`src/rtl/multi_channel_selector.sv`:
```
// Active display channel register for NUM_CH sources: bus write/read commands, button stepping, fallback.
// Optional CH_RESTORE_EN: return to a channel lost through fallback once its source reappears.
module multi_channel_selector #(
    parameter int                NUM_CH    = 4,
    parameter int                ADDR_W    = 4,
    parameter int                DATA_W    = 4,
    parameter logic [ADDR_W-1:0] CH_ADDR   = ADDR_W'(2),
    parameter logic [DATA_W-1:0] READ_CODE = '1
) (
    input  logic              clk,
    input  logic              rst,
    input  logic [NUM_CH-1:0] ch_en,
    input  logic              next,
    input  logic              prev,
    input  logic [ADDR_W-1:0] address,
    input  logic [DATA_W-1:0] data,
    input  logic              valid,
    output logic              ack,
    output logic              err,
    output logic [DATA_W-1:0] data_out,
    output logic              data_out_valid,
    output logic [$clog2(NUM_CH)-1:0] channel,
    output logic              channel_changed
);
    localparam int CH_W = $clog2(NUM_CH);

    typedef enum logic {IDLE, ACK} state_t;

    state_t            state_q, state_d;
    logic              next_p0, prev_p0;
    logic              accept, is_read, wr_req, wr_ok;
    logic              next_edge, prev_edge, step_req;
    logic              fallback, restore_hit, wr_take, step_take;
    logic [CH_W-1:0]   wr_ch, restore_ch, chan_d;
    logic              ack_d, err_d, dval_d;
    logic [DATA_W-1:0] dout_d;

    function automatic logic allowed(input logic [CH_W-1:0] r, input logic [NUM_CH-1:0] en);
        return (r == '0) || ((33'(r) < 33'(NUM_CH)) && en[r]);
    endfunction

    // Scan downward so the last hit is the smallest allowed index above cur.
    function automatic logic [CH_W-1:0] step_up(input logic [CH_W-1:0] cur, input logic [NUM_CH-1:0] en);
        logic [CH_W-1:0] res;
        res = '0;
        for (int i = NUM_CH - 1; i >= 1; i--)
            if (i > int'(cur) && en[i]) res = CH_W'(i);
        return res;
    endfunction

    // From 0 the target is the highest allowed index; otherwise the largest allowed below cur.
    function automatic logic [CH_W-1:0] step_down(input logic [CH_W-1:0] cur, input logic [NUM_CH-1:0] en);
        logic [CH_W-1:0] res;
        res = '0;
        for (int i = 1; i < NUM_CH; i++)
            if (en[i] && (cur == '0 || i < int'(cur))) res = CH_W'(i);
        return res;
    endfunction

    assign accept    = (state_q == IDLE) && valid && (address == CH_ADDR);
    assign is_read   = (data == READ_CODE);
    assign wr_req    = accept && !is_read;
    assign wr_ch     = data[CH_W-1:0];
    assign wr_ok     = (33'(data) < 33'(NUM_CH)) && allowed(wr_ch, ch_en);
    assign next_edge = next && !next_p0;
    assign prev_edge = prev && !prev_p0;
    assign step_req  = next_edge ^ prev_edge;
    assign fallback  = (channel != '0) && !ch_en[channel];
    assign wr_take   = !fallback && !restore_hit && wr_req && wr_ok;
    assign step_take = !fallback && !restore_hit && !wr_req && step_req;

`ifdef CH_RESTORE_EN
    logic            pending;
    logic [CH_W-1:0] saved_ch;

    assign restore_hit = pending && ch_en[saved_ch];
    assign restore_ch  = saved_ch;

    always_ff @(posedge clk or negedge rst) begin
        if (!rst)
            pending <= 1'b0;
        else if (fallback)
            pending <= 1'b1;
        else if (restore_hit || wr_take || step_take)
            pending <= 1'b0;
    end

    always_ff @(posedge clk) begin
        if (fallback) saved_ch <= channel;
    end
`else
    assign restore_hit = 1'b0;
    assign restore_ch  = '0;
`endif

    always_comb begin
        chan_d = channel;
        if (fallback)
            chan_d = '0;
        else if (restore_hit)
            chan_d = restore_ch;
        else if (wr_take)
            chan_d = wr_ch;
        else if (step_take)
            chan_d = next_edge ? step_up(channel, ch_en) : step_down(channel, ch_en);
    end

    // Command FSM: state register, next-state logic, registered-output preparation.
    always_ff @(posedge clk or negedge rst) begin
        if (!rst) state_q <= IDLE;
        else      state_q <= state_d;
    end

    always_comb begin
        state_d = state_q;
        case (state_q)
            IDLE:    if (accept) state_d = ACK;
            ACK:     state_d = IDLE;
            default: state_d = IDLE;
        endcase
    end

    always_comb begin
        ack_d  = accept;
        err_d  = wr_req && !wr_ok;
        dval_d = accept && is_read;
        dout_d = dval_d ? DATA_W'(channel) : '0;
    end

    always_ff @(posedge clk or negedge rst) begin
        if (!rst) begin
            next_p0         <= 1'b0;
            prev_p0         <= 1'b0;
            channel         <= '0;
            channel_changed <= 1'b0;
            ack             <= 1'b0;
            err             <= 1'b0;
            data_out        <= '0;
            data_out_valid  <= 1'b0;
        end else begin
            next_p0         <= next;
            prev_p0         <= prev;
            channel         <= chan_d;
            channel_changed <= (chan_d != channel);
            ack             <= ack_d;
            err             <= err_d;
            data_out        <= dout_d;
            data_out_valid  <= dval_d;
        end
    end
endmodule
```
`config.mk`:
```
export PLATFORM = sky130hd
export DESIGN_NAME = multi_channel_selector
export DESIGN_NICKNAME = d
export VERILOG_FILES = /design/src/rtl/multi_channel_selector.sv
export SDC_FILE = /design/constraint.sdc
export NUM_CORES = 1
export LEC_CHECK = 0
export BUFFER_PORTS_ARGS = -buffer_cell sky130_fd_sc_hd__buf_2
export CAP_MARGIN = 20
export CORE_MARGIN = 8
export CORE_UTILIZATION = 35
export CTS_BUF_LIST = sky130_fd_sc_hd__clkbuf_16
export CTS_CLUSTER_DIAMETER = 40
export DETAILED_ROUTE_END_ITERATION = 10
export SKIP_LAST_GASP = 1
export SLEW_MARGIN = 20
export SYNTH_ARGS = -nofsm -noshare
export SYNTH_HDL_FRONTEND = slang
export SYNTH_SLANG_ARGS = --single-unit
export TNS_END_PERCENT = 1
```
`constraint.sdc`:
```
create_clock -name clk -period 3.65 [get_ports clk]
set_input_delay 0.5475 -clock clk [delete_from_list [all_inputs] [get_ports clk]]
set_output_delay 0.5475 -clock clk [all_outputs]
set_load 0.05 [all_outputs]
```
-- Word-level counts from Yosys, hierarchy flattened
Index checks and enable logic that the tools add are counted.
- flip-flop bits (word level): 11
- input bits: 17
- output and inout bits: 10
- magnitude comparators: 8
- equality and inequality tests: 3
- multiplexer cells: 17
- bitwise logic cells: 2
- reductions and logical operators: 32
- operators by type and width (operator ; count):
    two-way mux 2 bit ; 10
    logical AND 1 bit ; 19
    logical NOT 1 bit ; 7
    < comparator 2 x 3 -> 1 bit (second input constant) ; 2
    binary-select mux 1 bit (select 2 bit) ; 2
    == test 4 x 2 -> 1 bit (second input constant) ; 1
    == test 4 bit (second input constant) ; 1
    > comparator 2 bit (first input constant) ; 2
    logical NOT 2 bit ; 2
    < comparator 4 x 3 -> 1 bit (second input constant) ; 1
    two-way mux 1 bit ; 4
    logical OR 1 bit ; 3
    > comparator 1 x 2 -> 1 bit (first input constant) ; 1
    < comparator 1 x 2 -> 1 bit (first input constant) ; 1
    < comparator 2 bit (first input constant) ; 1
    inequality test 2 bit ; 1
    case mux 1 bit (2 select lines) ; 1
    nonzero test 2 bit ; 1
    inverter 1 bit ; 1
    XOR 1 bit ; 1

-- Logic depth before layout (Yosys ltp)
- word-level depth: 11
- depth in mapped cells: 8
- depth with buffers taken out: 7

-- Worst setup path before layout
OpenSTA, ideal clock, no wires.
- path type: flip-flop to flip-flop
- from: register channel[1]
- to: register channel[1]
- data arrival time: 2071 ps
- path slack: 1453 ps
- stages on the path, launching flop included: 9
- path through: dfrtp_1 buf_4 inv_1 ha_1 nor2_1 a22oi_2 and3_4 nor3_2 a311o_1
- cells in the longest elaborated chain, start to end: 10
- ends and longest elaborated chain (item ; RTL line ; RTL):
    start: declaration ; 22 ; output logic [$clog2(NUM_CH)-1:0] channel,
    start signal: assignment ; 143 ; channel <= chan_d;
    branches (longest 9 deep; another with > comparator 2 bit) ; - ;
    two-way mux 2 bit (*) ; 98 ; if (fallback)
    via chan_d[1] ; 34 ; logic [CH_W-1:0] wr_ch, restore_ch, chan_d;
Mark *: on every way through the listed nets, which the timed path passes. The select of a mux whose other input is x is not followed.

-- Final worst setup path
Ends and elaborated chain as after synthesis.

==> summary.txt <==
Clock network
  • CTS tree: done
  • Latest clock arrival within the worst-skew pair: 0.23 ns
  • Clock root buffer: clkbuf_16
  • Clock Pin Slew Worst Setup and Hold Paths: 0.04 ns
  • Deepest clock path buffer count: 2
  • H-tree Lvls: 1
  • Clock tree sinks: 11
  • # resized after CTS: 0
  • Hold-fix buffers, CTS: 0
  • Num CTS Buffers: 3
  • Post-CTS setup buffer count: 0

Worst setup path
  • Setup crit start kind: flop
  • CP Cell Sequence: inv_1, ha_1, nor2_1, a22oi_2, and3_4, nor3_2, a311o_1
  • Critical path class: flop to flop
  • Worst R2R Start: channel[1]$_DFF_PN0_
  • CP required: 3.77 ns
  • Reg2Reg Capture Point: channel[1]$_DFF_PN0_
  • Setup crit end kind: flop
  • CP max FO: 10
  • Worst EP arrival: 2.24 ns
  • Max incr delay on CP: 0.50 ns
  • R2R cell count: 7
  • Reg2Reg Setup Slack: 1.52 ns
  • Slowest cell on the critical path: dfrtp_1

Power
  • Max VDD drop: 0.5808 mV
  • Pwr dens: 627.2 mW/mm2
  • Total power draw: 649.0 uW
  • LEAKAGE: 0.4712 nW

Floorplan
  • Chip width: 64.50 um
  • Initial Util: 37.22%
  • Core area: 0.002212 mm2
  • Die H: 64.50 um
  • Rows: 17
  • I/O Pins: 27
  • DIE AREA: 0.004160 mm2

Final layout
  • FF+latch area: 275.3 um2
  • Layout cells sized above 1: 35.51%
  • Post-route insts no fill: 135
  • # diodes: 0
  • Fill count: 225
  • Synth-to-layout area growth: 25.68%
  • Area of the multi-input gates: 514.2 um2
  • Fin nets: 129
  • Final Core Density: 46.78%

STA
  • Final Skew: 0.002726 ns
  • Final Slew Violations: 0
  • Final hold violations: 0
  • Fin crit period: 2.129 ns
  • Setup TNS: 0 ns
  • Worst Slack Setup Final: 1.521 ns
  • Peak Freq: 469.7 MHz
  • Period utilization: 58.33%
  • RSZ-0062 raised after global routing: false
  • Final setup viols: 0

Job
  • Max-cap violations: 0

Routing
  • DR iter-0 viols: 13
  • Antenna-violating nets left: 0
  • Via Count: 698
  • Via/cell ratio: 5.170
  • # DRC: 0
  • DRT Wirelength: 2058 um
  • First drt pass iteration count: 4
  • Wire per inst: 15.24 um

Global route
  • Initial antenna violation count: 0
  • Largest net degree at the start of global routing: 12
  • Total GRT Usage: 9.813%
  • Number of global-route vias before repair: 746
  • Met1 usage: 11.11%
  • Met2 Usage GRT: 17.14%
  • GRT overflow: 0
  • Met3 usage: 3.952%
  • Global-route wire length before repair: 3312 um
  • GR peak layer: met2

Synthesis
  • Asr flop ratio synth: 100.0%
  • Ys flop type: dfrtp_1
  • Synth area leaders: dfrtp_1, ha_1, nor2b_1
  • Mapped Area: 823.3 um2
  • Dominant cell type by area after synthesis: dfrtp_1
  • Mapped Avg Cell Area: 10.04 um2
  • Cell variety after synth: 37
  • Register area share after synthesis: 33.43%
  • Synthesized instance count: 82
  • Commonest cells post-synth: dfrtp_1, nand2_1, nor2_1, nor2b_1, ha_1
  • Syn. warnings: 0
  • Top-count cell post-synth: dfrtp_1
  • Post-synth EDFFs: 0
  • Top-area cell type share of the netlist area: 33.43%
  • #FFs+latches synth: 11

Place
  • Placed Cells: 131
  • DP Wirelength: 1658 um
  • Port buffer count: 24
  • Setup WS pre-CTS: 1.550 ns
  • Routability congestion estimate: 0.9485

Min path
  • Worst min-delay path category: primary input to asynchronous set/reset pin

Status
  • Outcome: completed
[cell type report]
| type | instances | area share [%] |
|---|---|---|
| inverters | 3 | 1.088 |
| repair buffers | 24 | 11.61 |
| flip-flops and latches | 11 | 26.60 |
| multi-input cells | 65 | 49.70 |
| clock inverters | 1 | 0.3628 |
| well taps | 28 | 3.386 |
| clock buffers | 3 | 7.255 |
[state kept, by name, indices dropped and copies added (netlist names)]
| register | cells |
|---|---|
| state_q | 1 |
| prev_p0 | 1 |
| data_out | 2 |
| ack | 1 |
| data_out_valid | 1 |
| channel_changed | 1 |
| channel | 2 |
| next_p0 | 1 |
| err | 1 |
[how the worst max path moves through the flow]
stage / endpoint / slack, ns / depth (start not counted) / start
floorplan: channel[1]$_DFF_PN0_ / 1.45 / 8 / channel[1]$_DFF_PN0_
global placement: channel[1]$_DFF_PN0_ / 1.64 / 6 / address[0]
finish: channel[1]$_DFF_PN0_ / 1.52 / 7 / channel[1]$_DFF_PN0_
detailed placement: channel[1]$_DFF_PN0_ / 1.55 / 7 / channel[1]$_DFF_PN0_
global route: channel[1]$_DFF_PN0_ / 1.38 / 7 / channel[1]$_DFF_PN0_
CTS: channel[1]$_DFF_PN0_ / 1.54 / 7 / channel[1]$_DFF_PN0_
[power by group]
| group | leakage (nW) | switching (mW) | internal (mW) |
|---|---|---|---|
| Combinational | 0.284 | 0.181 | 0.111 |
| Sequential | 0.145 | 0.0289 | 0.138 |
| Clock | 0.0423 | 0.0470 | 0.143 |
| Total | 0.471 | 0.257 | 0.392 |
[critical path: cells and delay by family, from the launching register on]
kind            cells  cell delay [ns]
flops               1             0.50
fa+ha+maj           1             0.31
simple gates        3             0.43
compound gates      2             0.56
buf+inv             1             0.21
[stage by stage]
step                      hold WS, ns  cell area (um2)
after global routing           0.1763             1035
final                          0.1728             1035
after floorplan                0.2519            827.0
after detailed placement       0.4226            955.9
after global placement         0.4258            955.9
after CTS                      0.1754             1035
[logic make-up after synthesis]
logic type	Yosys count	share of synthesized area, %
AND/OR/NAND/NOR	38	31.46
AO/OA/AOI/OAI	15	16.87
flip-flops	11	33.43
buffers and inverters	7	4.559
adder cells (fa/ha/maj)	4	6.079
multiplexers	4	5.015
XOR/XNOR	2	2.128
other	1	0.4555
[metal layers]
metal | vias to the layer above | wire [um] | share of wire [%]
li1 | 342 | - | -
met1 | 332 | 958 | 47
met5 | - | 0 | 0
met3 | 0 | 111 | 5.4
met2 | 24 | 987 | 48
met4 | 0 | 0 | 0
[cell usage in the layout (no fill, tap or decap), drive strengths merged, types with 2 or more instances in the layout]
cell type  count
clkbuf         3
conb           2
ha             4
mux2i          3
nand3          3
nor2b          5
a21oi          2
nor3b          4
inv            4
buf           24
xnor2          2
o21ai          2
nor3           5
a22oi          2
o211ai         2
dfrtp         11
nand3b         2
nand2          6
nor2           5
nand2b         2
(Power assumes the default switching activity.)
